<file path="src/rtl/edge_filter_pkg.sv">
// ---------------------------------------------------------------------------
// edge_filter_pkg
// Purpose : small helpers used by the edge_filter input conditioner.
//           edge_strobe_t bundles the rise/fall strobe pair, which are always
//           produced together, and cnt_width() sizes the qualification
//           counter.
// Ports   : none (package)
// ---------------------------------------------------------------------------
package edge_filter_pkg;

  typedef struct packed {
    logic rise;
    logic fall;
  } edge_strobe_t;

  // The counter must be able to hold the value FILTER_CYCLES-1.
  function automatic int cnt_width(input int cycles);
    return $clog2(cycles + 1);
  endfunction

endpackage

</file>
<file path="src/rtl/sync_chain.sv">
// ---------------------------------------------------------------------------
// sync_chain
// Purpose : multi-flop synchroniser that brings an asynchronous bit into the
//           i_clk domain. It is reusable at any crossing point. The flops are
//           clocked every cycle. A synchronous reset forces every stage to
//           RESET_VAL so that stale contents are discarded.
// Ports   : i_clk   - clock
//           i_reset - synchronous, active-high reset
//           i_d     - asynchronous input
//           o_q     - synchronised output (last stage)
// ---------------------------------------------------------------------------
module sync_chain #(
  parameter int   DEPTH     = 2,
  parameter logic RESET_VAL = 1'b0
) (
  input  logic i_clk,
  input  logic i_reset,
  input  logic i_d,
  output logic o_q
);

  logic [DEPTH-1:0] r_stage;

  always_ff @(posedge i_clk) begin
    if (i_reset) begin
      r_stage <= {DEPTH{RESET_VAL}};
    end else begin
      r_stage <= {r_stage[DEPTH-2:0], i_d};
    end
  end

  assign o_q = r_stage[DEPTH-1];

endmodule

</file>
<file path="src/rtl/edge_filter.sv">
// ---------------------------------------------------------------------------
// edge_filter
// Purpose : conditions one asynchronous bus/slot-card input. The input is
//           synchronised, and any new value must persist for FILTER_CYCLES
//           consecutive qualifying ticks before it is accepted as the
//           filtered level. Single-cycle rise/fall strobes accompany each
//           accepted change and drive a set/reset flag stage directly.
// Ports   : clk   - sole clock
//           reset - synchronous, active-high reset
//           din   - asynchronous raw input
//           tick  - sample qualifier (tie high for per-clock filtering)
//           level - filtered level (registered)
//           rise  - one-clk pulse coincident with level going 0->1
//           fall  - one-clk pulse coincident with level going 1->0
// ---------------------------------------------------------------------------
module edge_filter
  import edge_filter_pkg::*;
#(
  parameter int   SYNC_STAGES   = 2,
  parameter int   FILTER_CYCLES = 4,
  parameter logic RESET_LEVEL   = 1'b0
) (
  input  logic clk,
  input  logic reset,
  input  logic din,
  input  logic tick,
  output logic level,
  output logic rise,
  output logic fall
);

  localparam int              CNT_W    = cnt_width(FILTER_CYCLES);
  localparam logic [CNT_W-1:0] CNT_LAST = CNT_W'(FILTER_CYCLES - 1);

  logic             w_sq;
  logic             w_differs;
  logic             w_accept;
  logic             r_level;
  logic [CNT_W-1:0] r_cnt;
  edge_strobe_t     r_strobe;

  // Synchroniser stages
  sync_chain #(
    .DEPTH     (SYNC_STAGES),
    .RESET_VAL (RESET_LEVEL)
  ) u_sync (
    .i_clk   (clk),
    .i_reset (reset),
    .i_d     (din),
    .o_q     (w_sq)
  );

  // Qualification: the final tick of an unbroken run of disagreement accepts
  // the synchronised value.
  assign w_differs = (w_sq != r_level);
  assign w_accept  = w_differs & tick & (r_cnt == CNT_LAST);

  // Counter, level and strobe registers
  always_ff @(posedge clk) begin
    if (reset) begin
      r_level  <= RESET_LEVEL;
      r_cnt    <= '0;
      r_strobe <= '0;
    end else begin
      r_strobe <= '0;
      if (!w_differs) begin
        // Any return to the accepted value restarts qualification.
        r_cnt <= '0;
      end else if (w_accept) begin
        r_level       <= w_sq;
        r_cnt         <= '0;
        r_strobe.rise <= w_sq;
        r_strobe.fall <= ~w_sq;
      end else if (tick) begin
        r_cnt <= r_cnt + CNT_W'(1);
      end
    end
  end

  assign level = r_level;
  assign rise  = r_strobe.rise;
  assign fall  = r_strobe.fall;

endmodule

</file>
<file path="config.mk">
export PLATFORM = sky130hd
export DESIGN_NAME = edge_filter
export DESIGN_NICKNAME = d
export VERILOG_FILES = /design/src/rtl/edge_filter_pkg.sv /design/src/rtl/sync_chain.sv /design/src/rtl/edge_filter.sv
export SDC_FILE = /design/constraint.sdc
export NUM_CORES = 1
export LEC_CHECK = 0
export ABC_AREA = 1
export BUFFER_PORTS_ARGS = -buffer_cell sky130_fd_sc_hd__buf_2
export CAP_MARGIN = 40
export CORE_AREA = 2 2 39 41
export DETAILED_ROUTE_END_ITERATION = 16
export DIE_AREA = 0 0 41 43
export HOLD_SLACK_MARGIN = 0.1
export MAX_ROUTING_LAYER = met4
export REMOVE_ABC_BUFFERS = 1
export SYNTH_ARGS = -nofsm -noshare
export SYNTH_HDL_FRONTEND = slang
export SYNTH_SLANG_ARGS = --single-unit
</file>
<file path="constraint.sdc">
create_clock -name clk -period 2.3 [get_ports clk]
set_input_delay 0.23 -clock clk [delete_from_list [all_inputs] [get_ports clk]]
set_output_delay 0.23 -clock clk [all_outputs]
set_load 0.02 [all_outputs]
</file>
# After elaboration in Yosys (flattened, before gate mapping)

Cells that the tools add are included.

Divide/modulo/power cells: 0
Shifts and indexed selects: 0
Order comparisons: 0
Equality and inequality tests: 2
$mul: 0
Bitwise gates (word level): 5
Mux-type cells: 0
Reduce and logical (&&, ||, !) cells: 3
$add $sub $neg: 1

Operators with widths:

| cell                                                 | number |
|---|---|
| OR reduction 3 bit                                   | 2 |
| adder 3 x 1 -> 3 bit (second input constant)         | 1 |
| equality test 3 x 2 -> 1 bit (second input constant) | 1 |
| NOT 1 bit                                            | 3 |
| AND 1 bit                                            | 2 |
| AND reduction 2 bit                                  | 1 |
| != test 1 bit                                        | 1 |

Memories: 0
Bits in latches: 0
Word-level logic and storage cells: 16
Register bits: 8
Output and inout port bits: 3
Input bits: 4
Bits in read-only memories: 0
RAM bits: 0

# Longest topological paths before layout

Depth in word-level cells: 5
Mapped depth: 7
Depth with buffers taken out: 7

# Modules after synthesis

Synthesis repeated with hierarchy kept, for this count alone.

Cell total of the unflattened synthesis: 41
Area total of the unflattened synthesis: 329.1 um^2

Modules (own cells, without submodules):

| module      | area an instance (um^2) | instances | seq. area each (um^2) | cells each |
|---|---|---|---|---|
| edge_filter | 274.0                   | 1         | 120.1                 | 35 |
| sync_chain  | 55.1                    | 1         | 40.0                  | 6 |

# Worst setup path before layout

Ideal clock, no wire load.

Kind: reg2reg
Start: reg r_cnt[0]
End: reg r_cnt[2]
Path buffers: 0
Data required time: 2.236 ns
Library setup time: 0.064 ns
Period minus slack after synthesis: 1.062 ns
Setup slack: 1.238 ns
Data arrival time: 0.998 ns
Stages on the path, launching flop included: 6
Path through: dfxtp_1 -> ha_1 -> ha_1 -> o21ai_2 -> inv_1 -> nor2_1

Cells in the longest elaborated chain, start to end: 3
Elaborated cells between the ends (all ways): 4
Those cells by class: add/sub: 1; eq/ne: 1; bitwise: 1; reduce/logical: 1

Ends and longest elaborated chain:

| what                                | line              | text |
|---|---|---|
| start: declaration                  | edge_filter.sv:39 | `logic [CNT_W-1:0] r_cnt;` |
| start signal: assignment            | edge_filter.sv:75 | `r_cnt <= r_cnt + CNT_W'(1);` |
| equality test 3 x 2 -> 1 bit        | edge_filter.sv:56 | `assign w_accept = w_differs & tick & (r_cnt == CNT_LAST);` |
| AND 1 bit                           | edge_filter.sv:56 |  |
| OR reduction 3 bit (no source line) | n/a               |  |

Parallel ways exist; a longest one is shown, timed or not.
A chain may end at the register's enable or synchronous reset.

# Worst setup path in the final report

Start: reg r_cnt[0]
End: reg r_cnt[1]

The elaborated chain is that of the path after synthesis.

==> results.yml <==
synthesis:
  synthFlopType: "dfxtp_1"
  synthDistinctLibCells: 12
  synth_most_common_cell: "nand2_1"
  synthCells: 45
  synth-edff-count: 0
  synth_common_cells: "11 x nand2_1, 9 x inv_1, 8 x dfxtp_1, 6 x nor2_1"
  yosysWarnings: 0
  syn_avg_cell_area_um2: 7.54
  synth_top_area_cell: "dfxtp_1"
  ys_seq_area_frac: 0.472
  async_flop_share: 0
  synth-seq-cells: 8
  syn_area_um2: 339
  yosys.area.top_type_share: 0.472
  synth_area_leaders: "dfxtp_1 47%, nand2_1 12%, inv_1 10%, ha_1 7.4%, nor2_1 6.6%"
floorplan:
  core-area_um2: 1380
  initial_core_util: 0.245
  io_pins: 7
  dieHeight_um: 43
  die_w_um: 41
  num_rows: 14
  design.die.area_um2: 1760
cells_and_area:
  syn2layout_area_growth_pct: 21.4
  final_cells: 70
  final_cell_area_um2: 412
  diodes: 0
  utilization: 0.297
  layout-drive-gt1-share: 0.241
  nNetsFinal: 62
route:
  topRoutingLayerUsed: "met4"
  dr_wl_met2_um: 212
  wl_met1_um: 264
  drtAntennaViolNets: 0
  vias: 279
  post-route-drc-count: 0
  drtIter0Drc: 4
  drt-total-wl_um: 523
  firstDrtPassIters: 2
  routed_via_density: 3.99
  met3_length_um: 30
  wl_per_cell_um: 7.47
power:
  finalPower_mw: 0.261
  ir_drop_v: 0.000229
  leakage_nw: 0.220
  power.density_nw_per_um2: 634
placed_design:
  dp_cells: 67
  gp_congestion: 0.702
  dp_hpwl_um: 398
  placed_cell_area_um2: 389
  pre_cts_slack_ns: 1.16
  portBuffers: 6
sta:
  fin_skew_ns: 0.00298
  min_period_ns: 1.14
  hold_ws_ns: 0.182
  rsz0062_at_grt: "false"
  setup_viol: 0
  slew_violations: 0
  fin_tns_setup_ns: 0
  clock.fmax_mhz: 878
  finalHoldViolations: 0
  fin_crit_sh: 0.495
  worstMarginPinSlew_ns: 0.187
  slew_headroom: 0.874
  setup_ws_ns: 1.16
clock_tree:
  clockRootBuffer: "clkbuf_4"
  cts_buffers: 3
  path_clk_slew_ns: 0.06
  cts_sinks: 8
  post_cts_buffers: 0
  clk_latency_ns: 0.25
  cts_tree: "yes"
  cts_resized: 0
  h-tree-depth: 1
  clockBufferDepth: 2
  holdBufCountCts: 0
grt:
  track_usage: 0.0836
  antenna_found_initial: 0
  grt_pass1_vias: 234
  grt_max_degree: 6
  grt_remaining_overflow: 0
  grt_pass1_wl_um: 897
worst_hold_path:
  hold_depth: 3
  min_path_type: "input pin to flop"
run:
  drv_cap: 0
setup_path:
  cp_data_required_time_ns: 2.49
  crit_type: "flop to flop"
  worstSetupStartpointType: "flop"
  worstPathMaxFanout: 4
  end_kind: "flop"
  ff2ff_path_depth: 7
  worstPathArrival_ns: 1.33
run_status:
  status: "complete, no violations"
[layout by cell type (no fill, tap or decap)]
cell type / Yosys / layout
clkbuf_4: 0 / 3
a21boi_0: 1 / 1
o21ai_2: 1 / 1
ha_1: 2 / 2
nor2_2: 1 / 1
buf_2: 0 / 6
xnor2_1: 1 / 1
nand2_1: 11 / 11
nand4_1: 2 / 2
nand3_1: 1 / 1
inv_1: 9 / 9
dfxtp_1: 8 / 8
inv_2: 2 / 2
nor2_1: 6 / 6
[area by class of cell]
cell class | instances | area (µm²)
clock buffer | 3 | 22.5
tap | 16 | 20.0
multi-input combinational | 26 | 138
timing repair buffer | 6 | 30.0
inverter | 11 | 41.3
fill | 154 | 972
sequential | 8 | 160
[kinds of logic (layout without fill, tap and decap cells)]
family          after synthesis  in the layout  share of synthesized area
fa+ha+maj                     2              2                     0.0738
simple gates                 21             21                      0.258
flops                         8              8                      0.472
buf+inv                      11             20                      0.122
xor+xnor                      1              1                     0.0258
compound gates                2              2                     0.0480
[registers in the layout (all words and copies together) (netlist names)]
name and flops:
u_sync.r_stage 2, r_cnt 3, rise 1, fall 1, level 1
[per-layer routing]
| layer | vias to the layer above | track usage |
|---|---|---|
| met1 | 115 | 0.0974 |
| met2 | 8 | 0.0938 |
| met5 | - | - |
| met4 | 0 | 0.100 |
| met3 | 4 | 0.0314 |
| li1 | 152 | - |
[power breakdown]
part	internal, mW	leakage (nW)	switching (mW)
registers	0.141	0.0649	0.00106
logic	0.00487	0.142	0.00649
clock network	0.0598	0.0138	0.0482
[final timing paths]
path | from | endpoint | slack [ns]
min | din | u_sync.r_stage[0]$_SDFF_PP0_ | 0.18
min reg2reg | u_sync.r_stage[0]$_SDFF_PP0_ | u_sync.r_stage[1]$_SDFF_PP0_ | 0.40
max reg2reg | r_cnt[0]$_SDFFE_PP0P_ | r_cnt[1]$_SDFFE_PP0P_ | 1.16
max | r_cnt[0]$_SDFFE_PP0P_ | r_cnt[1]$_SDFFE_PP0P_ | 1.16
[worst max-delay path, stage by stage, from the launching register on]
cell and delay, ns:
dfxtp_1 0.32, ha_1 0.20, ha_1 0.18, nand2_1 0.08, inv_2 0.06, nor2_2 0.07, nand2_1 0.08, nor2_1 0.10
Note: power is estimated with default switching activity, not from simulation.
